## config.mk

```make
export PLATFORM = sky130hd
export DESIGN_NAME = lut_sweep_eval_flat
export DESIGN_NICKNAME = d
export VERILOG_FILES = /design/src/rtl/lut_sweep_eval_if.sv /design/src/rtl/lut_sweep_eval.sv /design/src/flat_wrapper.sv
export SDC_FILE = /design/constraint.sdc
export NUM_CORES = 1
export LEC_CHECK = 0
export ABC_AREA = 1
export BUFFER_PORTS_ARGS = -buffer_cell sky130_fd_sc_hd__buf_2
export CAP_MARGIN = 20
export CORE_ASPECT_RATIO = 1.25
export CORE_MARGIN = 3
export CORE_UTILIZATION = 56
export DETAILED_ROUTE_END_ITERATION = 7
export PLACE_DENSITY = 0.85
export SLEW_MARGIN = 20
export SYNTH_ARGS = -nofsm -noshare
export SYNTH_HDL_FRONTEND = slang
export SYNTH_SLANG_ARGS = --single-unit
export TNS_END_PERCENT = 50
```

## constraint.sdc

```tcl
create_clock -name clk -period 1.9 [get_ports clk]
set_clock_uncertainty 0.2 [all_clocks]
set_input_delay 0.38 -clock clk [delete_from_list [all_inputs] [get_ports clk]]
set_output_delay 0.38 -clock clk [all_outputs]
set_load 0.03 [all_outputs]
```

## src/rtl/lut_sweep_eval_if.sv

```systemverilog
// rtl/lut_sweep_eval_if.sv - control and result bundle for lut_sweep_eval (check signals under LUT_SWEEP_CHECK_EN)
interface lut_sweep_eval_if #(
   parameter int N = 4
);
   logic                 tt_load;
   logic                 tt_bit;
   logic                 start;
   logic [N-1:0]         code;
   logic                 v;
   logic                 valid;
   logic                 busy;
   logic                 done;
   logic [N:0]           ones_cnt;
`ifdef LUT_SWEEP_CHECK_EN
   logic [(1<<N)-1:0]    exp_tt;
   logic                 mismatch;
   logic [N-1:0]         fail_code;

   modport master (
      output tt_load, tt_bit, start, exp_tt,
      input  code, v, valid, busy, done, ones_cnt, mismatch, fail_code
   );
   modport slave (
      input  tt_load, tt_bit, start, exp_tt,
      output code, v, valid, busy, done, ones_cnt, mismatch, fail_code
   );
`else
   modport master (
      output tt_load, tt_bit, start,
      input  code, v, valid, busy, done, ones_cnt
   );
   modport slave (
      input  tt_load, tt_bit, start,
      output code, v, valid, busy, done, ones_cnt
   );
`endif
endinterface

```

## src/rtl/lut_sweep_eval.sv

```systemverilog
// rtl/lut_sweep_eval.sv - serial-loaded truth table swept over all input codes (optional checker: LUT_SWEEP_CHECK_EN)
module lut_sweep_eval #(
   parameter int N     = 4,
   parameter int START = 8
) (
   input  logic           clk,
   input  logic           rst_n,
   lut_sweep_eval_if.slave bus
);
   localparam int             TW         = 1 << N;
   localparam logic [N-1:0]   START_CODE = START[N-1:0];
   localparam logic [N:0]     SAMPLES    = TW[N:0];

   typedef enum logic [1:0] {IDLE, RUN, DONE} state_t;

   state_t          state;
   state_t          state_nxt;
   logic [TW-1:0]   tt;
   logic [N-1:0]    code_q;
   logic            v_q;
   logic            valid_q;
   logic            busy_q;
   logic            done_q;
   logic [N:0]      ones_q;
   logic [N:0]      sample_cnt;
   logic            accept;
   logic            last_sample;
   logic [N-1:0]    code_inc;

   // start is only honoured while idle; sample_cnt counts samples already presented
   assign accept      = (state == IDLE) && bus.start;
   assign last_sample = (sample_cnt == SAMPLES);
   assign code_inc    = code_q + N'(1);

   // state register
   always_ff @(posedge clk) begin
      if (!rst_n) state <= IDLE;
      else        state <= state_nxt;
   end

   // next-state: one sweep of 2^N samples, then a single DONE cycle
   always_comb begin
      state_nxt = state;
      case (state)
         IDLE:    if (bus.start) state_nxt = RUN;
         RUN:     if (last_sample) state_nxt = DONE;
         DONE:    state_nxt = IDLE;
         default: state_nxt = IDLE;
      endcase
   end

   // truth-table shift register, MSB first, frozen outside IDLE and on a start cycle
   always_ff @(posedge clk) begin
      if (!rst_n) begin
         tt <= '0;
      end else if ((state == IDLE) && bus.tt_load && !bus.start) begin
         tt <= {tt[TW-2:0], bus.tt_bit};
      end
   end

   // sweep datapath: registered code/v/valid, running count of ones lags one cycle
   always_ff @(posedge clk) begin
      if (!rst_n) begin
         code_q     <= '0;
         v_q        <= 1'b0;
         valid_q    <= 1'b0;
         busy_q     <= 1'b0;
         done_q     <= 1'b0;
         ones_q     <= '0;
         sample_cnt <= '0;
      end else begin
         done_q <= 1'b0;
         if (accept) begin
            code_q     <= START_CODE;
            v_q        <= tt[START_CODE];
            valid_q    <= 1'b1;
            busy_q     <= 1'b1;
            ones_q     <= '0;
            sample_cnt <= (N+1)'(1);
         end else if (state == RUN) begin
            ones_q <= ones_q + {{N{1'b0}}, v_q};
            if (last_sample) begin
               valid_q <= 1'b0;
               busy_q  <= 1'b0;
               done_q  <= 1'b1;
            end else begin
               code_q     <= code_inc;
               v_q        <= tt[code_inc];
               sample_cnt <= sample_cnt + (N+1)'(1);
            end
         end
      end
   end

   assign bus.code     = code_q;
   assign bus.v        = v_q;
   assign bus.valid    = valid_q;
   assign bus.busy     = busy_q;
   assign bus.done     = done_q;
   assign bus.ones_cnt = ones_q;

`ifdef LUT_SWEEP_CHECK_EN
   logic            mismatch_q;
   logic [N-1:0]    fail_code_q;

   // sticky compare against the expected table, remembering the first failing code
   always_ff @(posedge clk) begin
      if (!rst_n) begin
         mismatch_q  <= 1'b0;
         fail_code_q <= '0;
      end else if (accept) begin
         mismatch_q  <= 1'b0;
         fail_code_q <= '0;
      end else if (valid_q && !mismatch_q && (v_q != bus.exp_tt[code_q])) begin
         mismatch_q  <= 1'b1;
         fail_code_q <= code_q;
      end
   end

   assign bus.mismatch  = mismatch_q;
   assign bus.fail_code = fail_code_q;
`endif
endmodule
```

## src/flat_wrapper.sv

```systemverilog
// flat-port wrapper written by rule: the top's interface ports become plain ports
module lut_sweep_eval_flat 
#(
   parameter int N     = 4,
   parameter int START = 8
)
  (clk, rst_n, bus_tt_load, bus_tt_bit, bus_start, bus_code, bus_v, bus_valid, bus_busy, bus_done, bus_ones_cnt);
  lut_sweep_eval_if #(.N(N)) bus_i ();
  input  logic clk;
  input  logic rst_n;
  input wire logic [$bits(bus_i.tt_load)-1:0] bus_tt_load;
  input wire logic [$bits(bus_i.tt_bit)-1:0] bus_tt_bit;
  input wire logic [$bits(bus_i.start)-1:0] bus_start;
  output wire logic [$bits(bus_i.code)-1:0] bus_code;
  output wire logic [$bits(bus_i.v)-1:0] bus_v;
  output wire logic [$bits(bus_i.valid)-1:0] bus_valid;
  output wire logic [$bits(bus_i.busy)-1:0] bus_busy;
  output wire logic [$bits(bus_i.done)-1:0] bus_done;
  output wire logic [$bits(bus_i.ones_cnt)-1:0] bus_ones_cnt;
  assign bus_i.tt_load = bus_tt_load;
  assign bus_i.tt_bit = bus_tt_bit;
  assign bus_i.start = bus_start;
  assign bus_code = bus_i.code;
  assign bus_v = bus_i.v;
  assign bus_valid = bus_i.valid;
  assign bus_busy = bus_i.busy;
  assign bus_done = bus_i.done;
  assign bus_ones_cnt = bus_i.ones_cnt;
  lut_sweep_eval #(.N(N), .START(START)) u_core (.clk(clk), .rst_n(rst_n), .bus(bus_i));
endmodule
```

==> results.md <==
- Post_cts resized: 0
- Antenna violations before repair: 0
- Yosys warns: 0
- Setup TNS: 0 ns
- Routability cong.: 0.896
- Critical path fanouts, max: 8
- Largest net degree at the start of global routing: 33
- Slew margin rel.: 0.806
- Crit path buf inv count: 2
- Crit end category: output pin
- Reg clk slew, reported paths: 0.10 ns
- Final period util: 0.923
- Number of global-route vias before repair: 1,179
- CTS tree: yes
- Fillers: 236
- Syn nets: 215
- GRT overflow: 0
- IO Port Bufs: 17
- Lkg Pwr: 0.752 nW
- CP arrival: 1.17 ns
- Slew Limit Fails: 0
- Slowest-stage cell, CP: dfxtp_1
- Startpoint types: flop
- CTS buffer count: 5
- Dpl hpwl: 2.19 mm
- Area occupied by multi-input gates: 724 um^2
- First-pass GRT wire length: 5.00 mm
- Reg-to-reg startpoint: u_core.bus.code[0]
- Height of the die: 65.4 um
- CP delay by family, top: flip-flops
- Total power after layout: 1.36 mW
- Crit Path Category: flop to output pin
- Avg WL per Cell: 11.8 um
- Synth area leader: dfxtp_1
- Drt first-iter violations: 37
- Yosys cell types: 28
- P_sw: 389 uW
- Effective utilization at floorplan: 0.620
- Max Fclk: 570 MHz
- Crit-path max cell delay: 0.43 ns
- Clock Path Buffers: 2
- Drt first pass iters: 6
- Cells along the critical path: buf_4 -> buf_2
- Yosys reg bits: 35
- Max Cap Viol: 0
- Hold Slack: 0.137 ns
- Top cell type's share of synthesized area: 0.443
- Register area: 701 um^2
- Clock share of power: 0.255
- DR vias/cell: 5.22
- WL final: 3.03 mm
- # hold bufs at CTS: 0
- Fin crit period: 1.75 ns
- HP Start: bus_tt_bit
- Die area: 3500 um^2
- Total GRT Usage: 0.197
- Core area: 2550 um^2
- Status: completed
- Req. time, crit path: 1.32 ns
- Worst-Margin Slew: 0.289 ns
- Final nets: 235
- Crit. Startpoint: u_core.bus.code[0]
- H-tree Lvls: 2
- Diodes inserted: 0
- Peak supply drop: 0.673 mV
- Pint: 975 uW
- Vias: 1,342
- Die W: 53.6 um
- Num rows: 20
- I/O Pins: 18
- CTS Root Cell: clkbuf_4
- Design Area, Final: 1740 um^2
- CTS sink count: 35
- DRC viols: 0
- Switching Share: 0.285
- Hold/Removal Path Class: input port to flop
- Comb pwr share: 0.160
- Pwr dens: 786 nW/um^2
- Post-synthesis sequential area ratio: 0.443
- Clock latency on the worst-skew pair: 0.33 ns
- Layout overhead on the synthesized area: 9.64%
- Setup Buffers After CTS: 0
- Sequential share of power: 0.585
- Avg Inst Size Synth: 7.72 um^2
- Area contributors post-synth: dfxtp_1 (44%), a21oi_1 (7.9%), o21ai_0 (7.3%)
- Final setup vio count: 0
- Final Hold Viols: 0
- Post-synth design cell area: 1580 um^2
- Placed Area: 1690 um^2
- RSZ-0062 raised after global routing: false
- Layout cell share with drive strength beyond 1: 0.161
- Synth Instances: 205
- Antenna Violating Nets Remaining: 0
## path summary, 6_finish.rpt
kind / slack [ns] / depth (start not counted) / endpoint
max: 0.15 / 2 / bus_code[0]
min: 0.14 / 3 / u_core.tt[0]
max reg2reg: 0.23 / 8 / u_core.bus.v
min reg2reg: 0.27 / 2 / u_core.tt[10]
## state kept, by name (all words and copies together) (netlist names)
name and flops:
u_core.tt 16, u_core.bus.ones_cnt 5, u_core.sample_cnt 5, u_core.bus.code 4, u_core.state 2, u_core.bus.busy 1
u_core.bus.done 1, u_core.bus.v 1
## metrics by stage
step	utilization	setup WS, ns	instances
floorplan	-	0.227	205
global placement	0.664	0.361	251
detailed placement	0.664	0.295	251
CTS	0.680	0.138	257
global route	0.680	0.0790	257
finish	0.680	0.146	257
## per-layer routing
metal	track usage	vias to the layer above	routed length, um
li1	-	705	-
met1	0.224	598	1340
met2	0.307	35	1500
met3	0.0930	4	152
met4	0.0863	0	42
met5	0	-	0
## power groups by stage
stage | Combinational, mW | Clock, mW | Sequential [mW]
2_1_floorplan | 0.151 | 0 | 0.828
3_3_place_gp | 0.213 | 0 | 0.812
3_5_place_dp | 0.217 | 0 | 0.814
4_1_cts | 0.219 | 0.360 | 0.797
5_1_grt | 0.245 | 0.402 | 0.801
6_report | 0.218 | 0.348 | 0.797
## Yosys cell counts
| cell type | instances |
|---|---|
| a21oi_2 | 1 |
| nor2_1 | 9 |
| nor3_2 | 1 |
| inv_2 | 2 |
| xnor2_1 | 3 |
| o21ai_0 | 23 |
| xor2_1 | 5 |
| nor2_2 | 1 |
| nand3b_1 | 1 |
| a211oi_1 | 1 |
| a21oi_1 | 25 |
| nor3b_1 | 1 |
| buf_4 | 2 |
| buf_2 | 1 |
| nor3_1 | 2 |
| nand2_1 | 29 |
| clkbuf_1 | 2 |
| clkbuf_2 | 2 |
| clkinv_1 | 1 |
| nand3_2 | 2 |
| ha_1 | 5 |
| nand2_4 | 1 |
| inv_1 | 29 |
| nor2_4 | 2 |
| nand2_2 | 1 |
| nand3_1 | 17 |
| nand4_1 | 1 |
| dfxtp_1 | 35 |
## cells in the final DEF, fill, tap and decap left out, drive strengths merged
| master | n |
|---|---|
| nand2 | 31 |
| inv | 31 |
| ha | 5 |
| o21ai | 23 |
| a21oi | 26 |
| a211oi | 1 |
| xor2 | 5 |
| nand3b | 1 |
| nand4 | 1 |
| xnor2 | 3 |
| clkbuf | 6 |
| nand3 | 19 |
| nor2 | 12 |
| dfxtp | 35 |
| nor3 | 3 |
| nor3b | 1 |
| clkinv | 1 |
| buf | 20 |
## tightest hold or removal path, cell delays in order
cell	delay, ns
buf_2	0.07
o21ai_0	0.07
a21oi_1	0.11
## area by class of cell
type / count / share of cell area
Multi-Input combinational cell: 131 / 0.417
Sequential cell: 35 / 0.404
Inverter: 32 / 0.0692
Timing Repair Buffer: 20 / 0.0620
Clock buffer: 6 / 0.0238
Tap cell: 33 / 0.0238
## logic make-up (layout without fill, tap and decap cells)
family,count (synthesis),after routing,share of synthesized area
xor+xnor,8,8,0.0443
simple gates,68,68,0.212
flops,35,35,0.443
compound gates,50,50,0.162
fa+ha+maj,5,5,0.0395
buf+inv,39,58,0.0996
Power figures use the tool's default switching activity.
